## src/rtl/reglk_pkg.sv

```systemverilog
// Shared definitions for the register-lock controller.
//   reglk_state_e : unlock sequencer state, encoding visible on state_o
//   IDX_*         : register-bus word indices decoded by the controller
//   DEF_KEY*      : default unlock keys
package reglk_pkg;

    typedef enum logic [1:0] {
        IDLE      = 2'd0,
        KEY1_WAIT = 2'd1,
        ARMED     = 2'd2,
        LOCKDOWN  = 2'd3
    } reglk_state_e;

    localparam logic [5:0]  IDX_LOCK_SET = 6'd5;
    localparam logic [5:0]  IDX_UNLOCK   = 6'd6;

    localparam logic [31:0] DEF_KEY0 = 32'hA5A5_0F0F;
    localparam logic [31:0] DEF_KEY1 = 32'h5A5A_F0F0;

endpackage

```

## src/rtl/reglk_unlock_seq.sv

```systemverilog
// Two-key unlock sequencer with step timeout and failed-attempt lockdown.
//   clk_i, rst_i  : clock, synchronous active-high reset
//   unlock_wr_i   : bus write to the UNLOCK index this cycle
//   wdata_i       : bus write data (compared against the keys)
//   state_o       : current sequencer state
//   release_o     : combinational strobe, mask write accepted on this edge
//   lockdown_o    : combinational strobe, lockdown entered on this edge
module reglk_unlock_seq
    import reglk_pkg::*;
#(
    parameter logic [31:0] KEY0     = DEF_KEY0,
    parameter logic [31:0] KEY1     = DEF_KEY1,
    parameter int          TIMEOUT  = 16,
    parameter int          MAX_FAIL = 3
) (
    input  logic        clk_i,
    input  logic        rst_i,
    input  logic        unlock_wr_i,
    input  logic [31:0] wdata_i,
    output logic [1:0]  state_o,
    output logic        release_o,
    output logic        lockdown_o
);

    localparam int TW = (TIMEOUT > 1) ? $clog2(TIMEOUT) : 1;
    localparam int FW = $clog2(MAX_FAIL + 1);

    reglk_state_e   state_q;
    logic [TW-1:0]  timer_q;
    logic [FW-1:0]  fail_q;
    logic [FW-1:0]  fail_d;
    logic           timer_expired;
    logic           fail_event;

    always_comb begin
        // An UNLOCK write in the timer==0 cycle wins over expiry.
        timer_expired = !unlock_wr_i && (state_q == KEY1_WAIT || state_q == ARMED)
                        && (timer_q == '0);
        fail_event    = timer_expired
                     || (unlock_wr_i && state_q == IDLE      && wdata_i != KEY0)
                     || (unlock_wr_i && state_q == KEY1_WAIT && wdata_i != KEY1);
        fail_d        = (fail_q == FW'(MAX_FAIL)) ? fail_q : fail_q + 1'b1;
        lockdown_o    = fail_event && (fail_d == FW'(MAX_FAIL));
        release_o     = unlock_wr_i && (state_q == ARMED);
    end

    always_ff @(posedge clk_i) begin
        if (rst_i) begin
            state_q <= IDLE;
            timer_q <= '0;
            fail_q  <= '0;
        end else begin
            if (fail_event) begin
                fail_q <= fail_d;
            end else if (release_o) begin
                fail_q <= '0;
            end

            if (lockdown_o) begin
                state_q <= LOCKDOWN;
            end else begin
                case (state_q)
                    IDLE: begin
                        if (unlock_wr_i && wdata_i == KEY0) begin
                            state_q <= KEY1_WAIT;
                            timer_q <= TW'(TIMEOUT - 1);
                        end
                    end
                    KEY1_WAIT: begin
                        if (unlock_wr_i) begin
                            if (wdata_i == KEY1) begin
                                state_q <= ARMED;
                                timer_q <= TW'(TIMEOUT - 1);
                            end else begin
                                state_q <= IDLE;
                            end
                        end else if (timer_q == '0) begin
                            state_q <= IDLE;
                        end else begin
                            timer_q <= timer_q - 1'b1;
                        end
                    end
                    ARMED: begin
                        if (unlock_wr_i) begin
                            state_q <= IDLE;
                        end else if (timer_q == '0) begin
                            state_q <= IDLE;
                        end else begin
                            timer_q <= timer_q - 1'b1;
                        end
                    end
                    LOCKDOWN: begin
                        // Held until reset.
                    end
                    default: state_q <= IDLE;
                endcase
            end
        end
    end

    assign state_o = state_q;

endmodule

```

## src/rtl/reglk_ctrl.sv

```systemverilog
// Register lock controller: sticky per-register lock bits, released only via
// the two-key unlock sequence, with a one-cycle scrub pulse per released bit.
//   clk_i, rst_i   : clock, synchronous active-high reset
//   en, we         : bus access / write enable
//   address        : bus address, word index = address[8:3]
//   wdata          : bus write data
//   reglk_ctrl_o   : lock vector, bit i=1 freezes register i
//   scrub_o        : one-cycle pulse, clear register i
//   state_o        : unlock sequencer state
//   locked_down_o  : sticky lockdown flag
module reglk_ctrl
    import reglk_pkg::*;
#(
    parameter int                   NUM_REGS   = 4,
    parameter int                   ADDR_W     = 9,
    parameter logic [31:0]          KEY0       = DEF_KEY0,
    parameter logic [31:0]          KEY1       = DEF_KEY1,
    parameter int                   TIMEOUT    = 16,
    parameter int                   MAX_FAIL   = 3,
    parameter logic [NUM_REGS-1:0]  RESET_LOCK = '0
) (
    input  logic                 clk_i,
    input  logic                 rst_i,
    input  logic                 en,
    input  logic                 we,
    input  logic [ADDR_W-1:0]    address,
    input  logic [31:0]          wdata,
    output logic [NUM_REGS-1:0]  reglk_ctrl_o,
    output logic [NUM_REGS-1:0]  scrub_o,
    output logic [1:0]           state_o,
    output logic                 locked_down_o
);

    logic [5:0]           idx;
    logic                 wr;
    logic                 lock_set_wr;
    logic                 unlock_wr;
    logic                 release_s;
    logic                 lockdown_s;
    logic                 unused_addr;
    logic [NUM_REGS-1:0]  reglk_q, reglk_d;
    logic [NUM_REGS-1:0]  scrub_q, scrub_d;
    logic                 locked_down_q;

    assign wr          = en & we;
    assign idx         = address[8:3];
    assign unused_addr = ^address[2:0];
    assign lock_set_wr = wr && (idx == IDX_LOCK_SET);
    assign unlock_wr   = wr && (idx == IDX_UNLOCK);

    reglk_unlock_seq #(
        .KEY0     (KEY0),
        .KEY1     (KEY1),
        .TIMEOUT  (TIMEOUT),
        .MAX_FAIL (MAX_FAIL)
    ) u_seq (
        .clk_i       (clk_i),
        .rst_i       (rst_i),
        .unlock_wr_i (unlock_wr),
        .wdata_i     (wdata),
        .state_o     (state_o),
        .release_o   (release_s),
        .lockdown_o  (lockdown_s)
    );

    // Only bits that are currently locked can be released and scrubbed.
    // Lockdown forces every bit on, over any merge in the same cycle.
    for (genvar gi = 0; gi < NUM_REGS; gi++) begin : g_bit
        assign scrub_d[gi] = release_s & wdata[gi] & reglk_q[gi];
        assign reglk_d[gi] = lockdown_s  ? 1'b1 :
                             scrub_d[gi] ? 1'b0 :
                             (reglk_q[gi] | (lock_set_wr & wdata[gi]));
    end

    always_ff @(posedge clk_i) begin
        if (rst_i) begin
            reglk_q       <= RESET_LOCK;
            scrub_q       <= '0;
            locked_down_q <= 1'b0;
        end else begin
            reglk_q       <= reglk_d;
            scrub_q       <= scrub_d;
            locked_down_q <= locked_down_q | lockdown_s;
        end
    end

    assign reglk_ctrl_o  = reglk_q;
    assign scrub_o       = scrub_q;
    assign locked_down_o = locked_down_q;

endmodule

```

## config.mk

```make
export PLATFORM = sky130hd
export DESIGN_NAME = reglk_ctrl
export DESIGN_NICKNAME = d
export VERILOG_FILES = /design/src/rtl/reglk_pkg.sv /design/src/rtl/reglk_unlock_seq.sv /design/src/rtl/reglk_ctrl.sv
export SDC_FILE = /design/constraint.sdc
export NUM_CORES = 1
export LEC_CHECK = 0
export CORE_ASPECT_RATIO = 0.6
export CORE_MARGIN = 5
export CORE_UTILIZATION = 40
export CTS_CLUSTER_DIAMETER = 150
export DETAILED_ROUTE_END_ITERATION = 8
export PLACE_DENSITY = 0.79
export RECOVER_POWER = 25
export SYNTH_ARGS = -nofsm -noshare
export SYNTH_HDL_FRONTEND = slang
export SYNTH_SLANG_ARGS = --single-unit
export TNS_END_PERCENT = 10
```

## constraint.sdc

```tcl
create_clock -name clk_i -period 2.6 [get_ports clk_i]
set_input_delay 0.52 -clock clk_i [delete_from_list [all_inputs] [get_ports clk_i]]
set_output_delay 0.52 -clock clk_i [all_outputs]
set_load 0.02 [all_outputs]
```

==> results.yml <==
logic_synthesis:
  synthFlopType: "dfxtp_1"
  async_reset_ff_share_pct: 0
  syn_inst: 147
  yosysUniqueCellTypes: 44
  synth_fa_ha_area_share_pct: 4.057
  yosys.area.top_type: "dfxtp_1"
  synth-simple-area-share_pct: 41.08
  synth_fp_nets: 196
  synth_xor_xnor_area_share_pct: 0
  synth-edff-count: 0
  ys_warn_count: 0
  synth_compound_area_share_pct: 22.82
  netlist_top_cells_area: "dfxtp_1 (28%), a21oi_1 (8.1%), nor4bb_1 (5.7%)"
  ys_ff_latch: 17
  yosysSeqAreaShare_pct: 27.59
  synthMuxAreaShare_pct: 0.8114
  synth.avg_cell_area_sq_um: 8.392
  synth.top_cell.area_share_pct: 27.59
  synth_area_sq_mm: 0.001234
  synth_top_family_by_area: "simple AND/OR/NAND/NOR gates"
clocking:
  holdBufCountCts: 0
  path_clk_slew_ns: 0.07
  clk_latency_ns: 0.25
  cts_buffers: 3
  cts_setup_buffers: 0
  cts_buffer_depth: 2
  cts_tree: "built"
  htree_levels: 1
  numClockSinks: 17
  cts_root_buffer: "clkbuf_8"
power:
  combPwrFrac_pct: 19.5
  power_uw: 572.9
  clockPowerShare_pct: 35.0
  pwr-share-seq_pct: 45.5
  peakVddDrop_uv: 121.8
  p_leak_nw: 0.7629
  p_int_uw: 442.7
  p_switching_uw: 130.2
  p_sw_share_pct: 22.72
  powerDensity_mw_per_mm2: 282.6
sta:
  slew_viol_final: 0
  finClkSkew_ns: 0.001114
  tightest_slew_ns: 0.5534
  finalHoldViolCount: 0
  max-slew-margin-rel_pct: 62.99
  max_freq_mhz: 397.0
  rsz0062_at_grt: "true"
  setup_viol: 0
  period_share_pct: 96.89
  period_needed_ns: 2.519
  fin_hold_ws_ns: 0.4630
worst_hold_path:
  hp-class: "reg -> reg"
floorplan:
  die_x_microns: 81.70
  core_sq_mm: 0.002909
  start_util_pct: 42.41
  fp.dieH_microns: 53.02
  io_pins: 56
  placementRows: 15
  dieArea_sq_mm: 0.004331
worst_setup_path:
  crit_required_ns: 2.72
  critical_path_class: "in -> reg"
  cp-end-kind: "flop"
  r2r_setup_slack_ns: 0.54
  setup.worst_path.start_class: "input pin"
  crit_fanout: 5
  cp_data_arrival_time_ns: 2.64
layout:
  area_delta_synth_final_pct: 64.30
  drive_above_1_share_pct: 20.64
  final_cell_count_no_fill: 260
  diodes: 0
  nNetsFinal: 268
  fin_util_pct: 69.68
run_status:
  status: "complete, no violations"
global_routing:
  grt_pass1_vias: 1472
  grt_usage_pct: 19.62
  grt_pass1_wl_microns: 6603
  grt_max_degree: 16
  antenna_found_initial: 0
  grt_overflow: 0
placed_design:
  numPortBuffers: 52
  hpwlAfterDp_microns: 3366
  dp_cells: 256
  gp_congestion: 0.9078
route:
  drc_errors: 0
  finalWirelength_microns: 4075
  wire_per_inst_microns: 15.67
  viasPerCell: 5.708
  drt_iter0_markers: 99
  ant_nets: 0
  drt-pass1-iter-count: 4
  dr_total_vias: 1484
job:
  max_cap_viol_count: 0
[cells by family (layout without fill, tap and decap cells)]
family | after synthesis | in the layout
simple gates | 75 | 75
compound gates | 40 | 40
mux | 1 | 1
fa+ha+maj | 4 | 4
flops | 17 | 17
buf+inv | 10 | 81
[sequential cells by signal, indices dropped and copies added, names as in the netlist]
| name | flops |
|---|---|
| reglk_ctrl_o | 4 |
| u_seq.fail_q | 2 |
| locked_down_o | 1 |
| u_seq.state_o | 2 |
| scrub_o | 4 |
| u_seq.timer_q | 4 |
[critical path, cell delays in order]
cell and delay (ns):
clkdlybuf4s50_1 0.42, or4_4 0.48, or4_4 0.56, o211ai_4 0.26
o211ai_4 0.16, o21ai_1 0.15, a21oi_1 0.08
[cells in the mapped netlist, types with 2 or more instances]
library cell,n
nand4_1,7
and2_2,2
nor4bb_1,7
or2_2,5
nand3_1,3
nor4_1,2
a211oi_1,2
a31oi_1,3
a21oi_1,20
or3_1,2
nand4b_1,2
and4bb_2,3
nand3b_1,2
and3_1,4
dfxtp_1,17
a311oi_1,2
inv_1,8
and4_1,2
ha_1,4
or4_1,3
o211ai_4,2
nand2_1,11
o21ai_0,6
nor2_1,8
[stage by stage]
stage          setup TNS (ns)  cell area (sq um)  worst slack (ns)
3_5_place_dp           -3.575               1919           -0.3228
2_1_floorplan               0               1234            0.2338
6_report                    0               2027           0.08090
3_3_place_gp           -2.987               1919           -0.2664
5_1_grt              -0.01438               2027          -0.01168
4_1_cts                     0               1977          0.001046
[area by class of cell]
type | count | area, sq um
Clock buffer | 3 | 41.29
Timing Repair Buffer | 69 | 656.9
Sequential cell | 17 | 340.3
Clock inverter | 1 | 5.005
Fill cell | 237 | 882.1
Multi-Input combinational cell | 120 | 900.9
Tap cell | 42 | 52.55
Inverter | 8 | 30.03
[timing repair]
| item | in CTS | in global routing |
|---|---|---|
| endpoints found under the hold margin | 0 | 0 |
| pin swaps | 0 | 9 |
| cloned | 0 | 0 |
| endpoints found under the setup margin | 10 | 13 |
| resized for setup | 3 | 12 |
[layer usage]
layer | GRT usage, % | vias up | wire (microns)
met1 | 27.70 | 690 | 1884
met4 | 6.630 | 0 | 72
met2 | 31.08 | 69 | 1801
met3 | 2.041 | 8 | 317
met5 | 0 | - | 0
li1 | - | 717 | -
[power groups by stage]
stage,clock (mW),sequential [mW],combinational (mW)
2_1_floorplan,0,0.267,0.0185
3_3_place_gp,0,0.267,0.104
3_5_place_dp,0,0.267,0.109
4_1_cts,0.202,0.261,0.109
5_1_grt,0.211,0.260,0.120
6_report,0.201,0.261,0.112
[path summary, 6_finish.rpt]
check,from,end,cells after the start
worst max-delay path,wdata[10],u_seq.fail_q[1]$_SDFFE_PP0P_,7
worst min-delay path,locked_down_o$_SDFF_PP0_,locked_down_o$_SDFF_PP0_,2
worst max register to register,u_seq.timer_q[0]$_SDFFE_PP0P_,u_seq.timer_q[3]$_SDFFE_PP0P_,9
worst min register to register,locked_down_o$_SDFF_PP0_,locked_down_o$_SDFF_PP0_,2
[cells in the final DEF (no fill, tap or decap), types with 4 or more instances in the layout]
cell             instances
inv_1                    8
dlygate4sd3_1            6
clkdlybuf4s50_1         44
a21oi_1                 19
and3_1                   4
or2_2                    5
ha_1                     4
dfxtp_1                 17
buf_4                   16
nor2_1                   7
nand4_1                  7
o21ai_0                  5
nor4bb_1                 7
nand2_1                 10
Note: power is estimated with default switching activity, not from simulation.
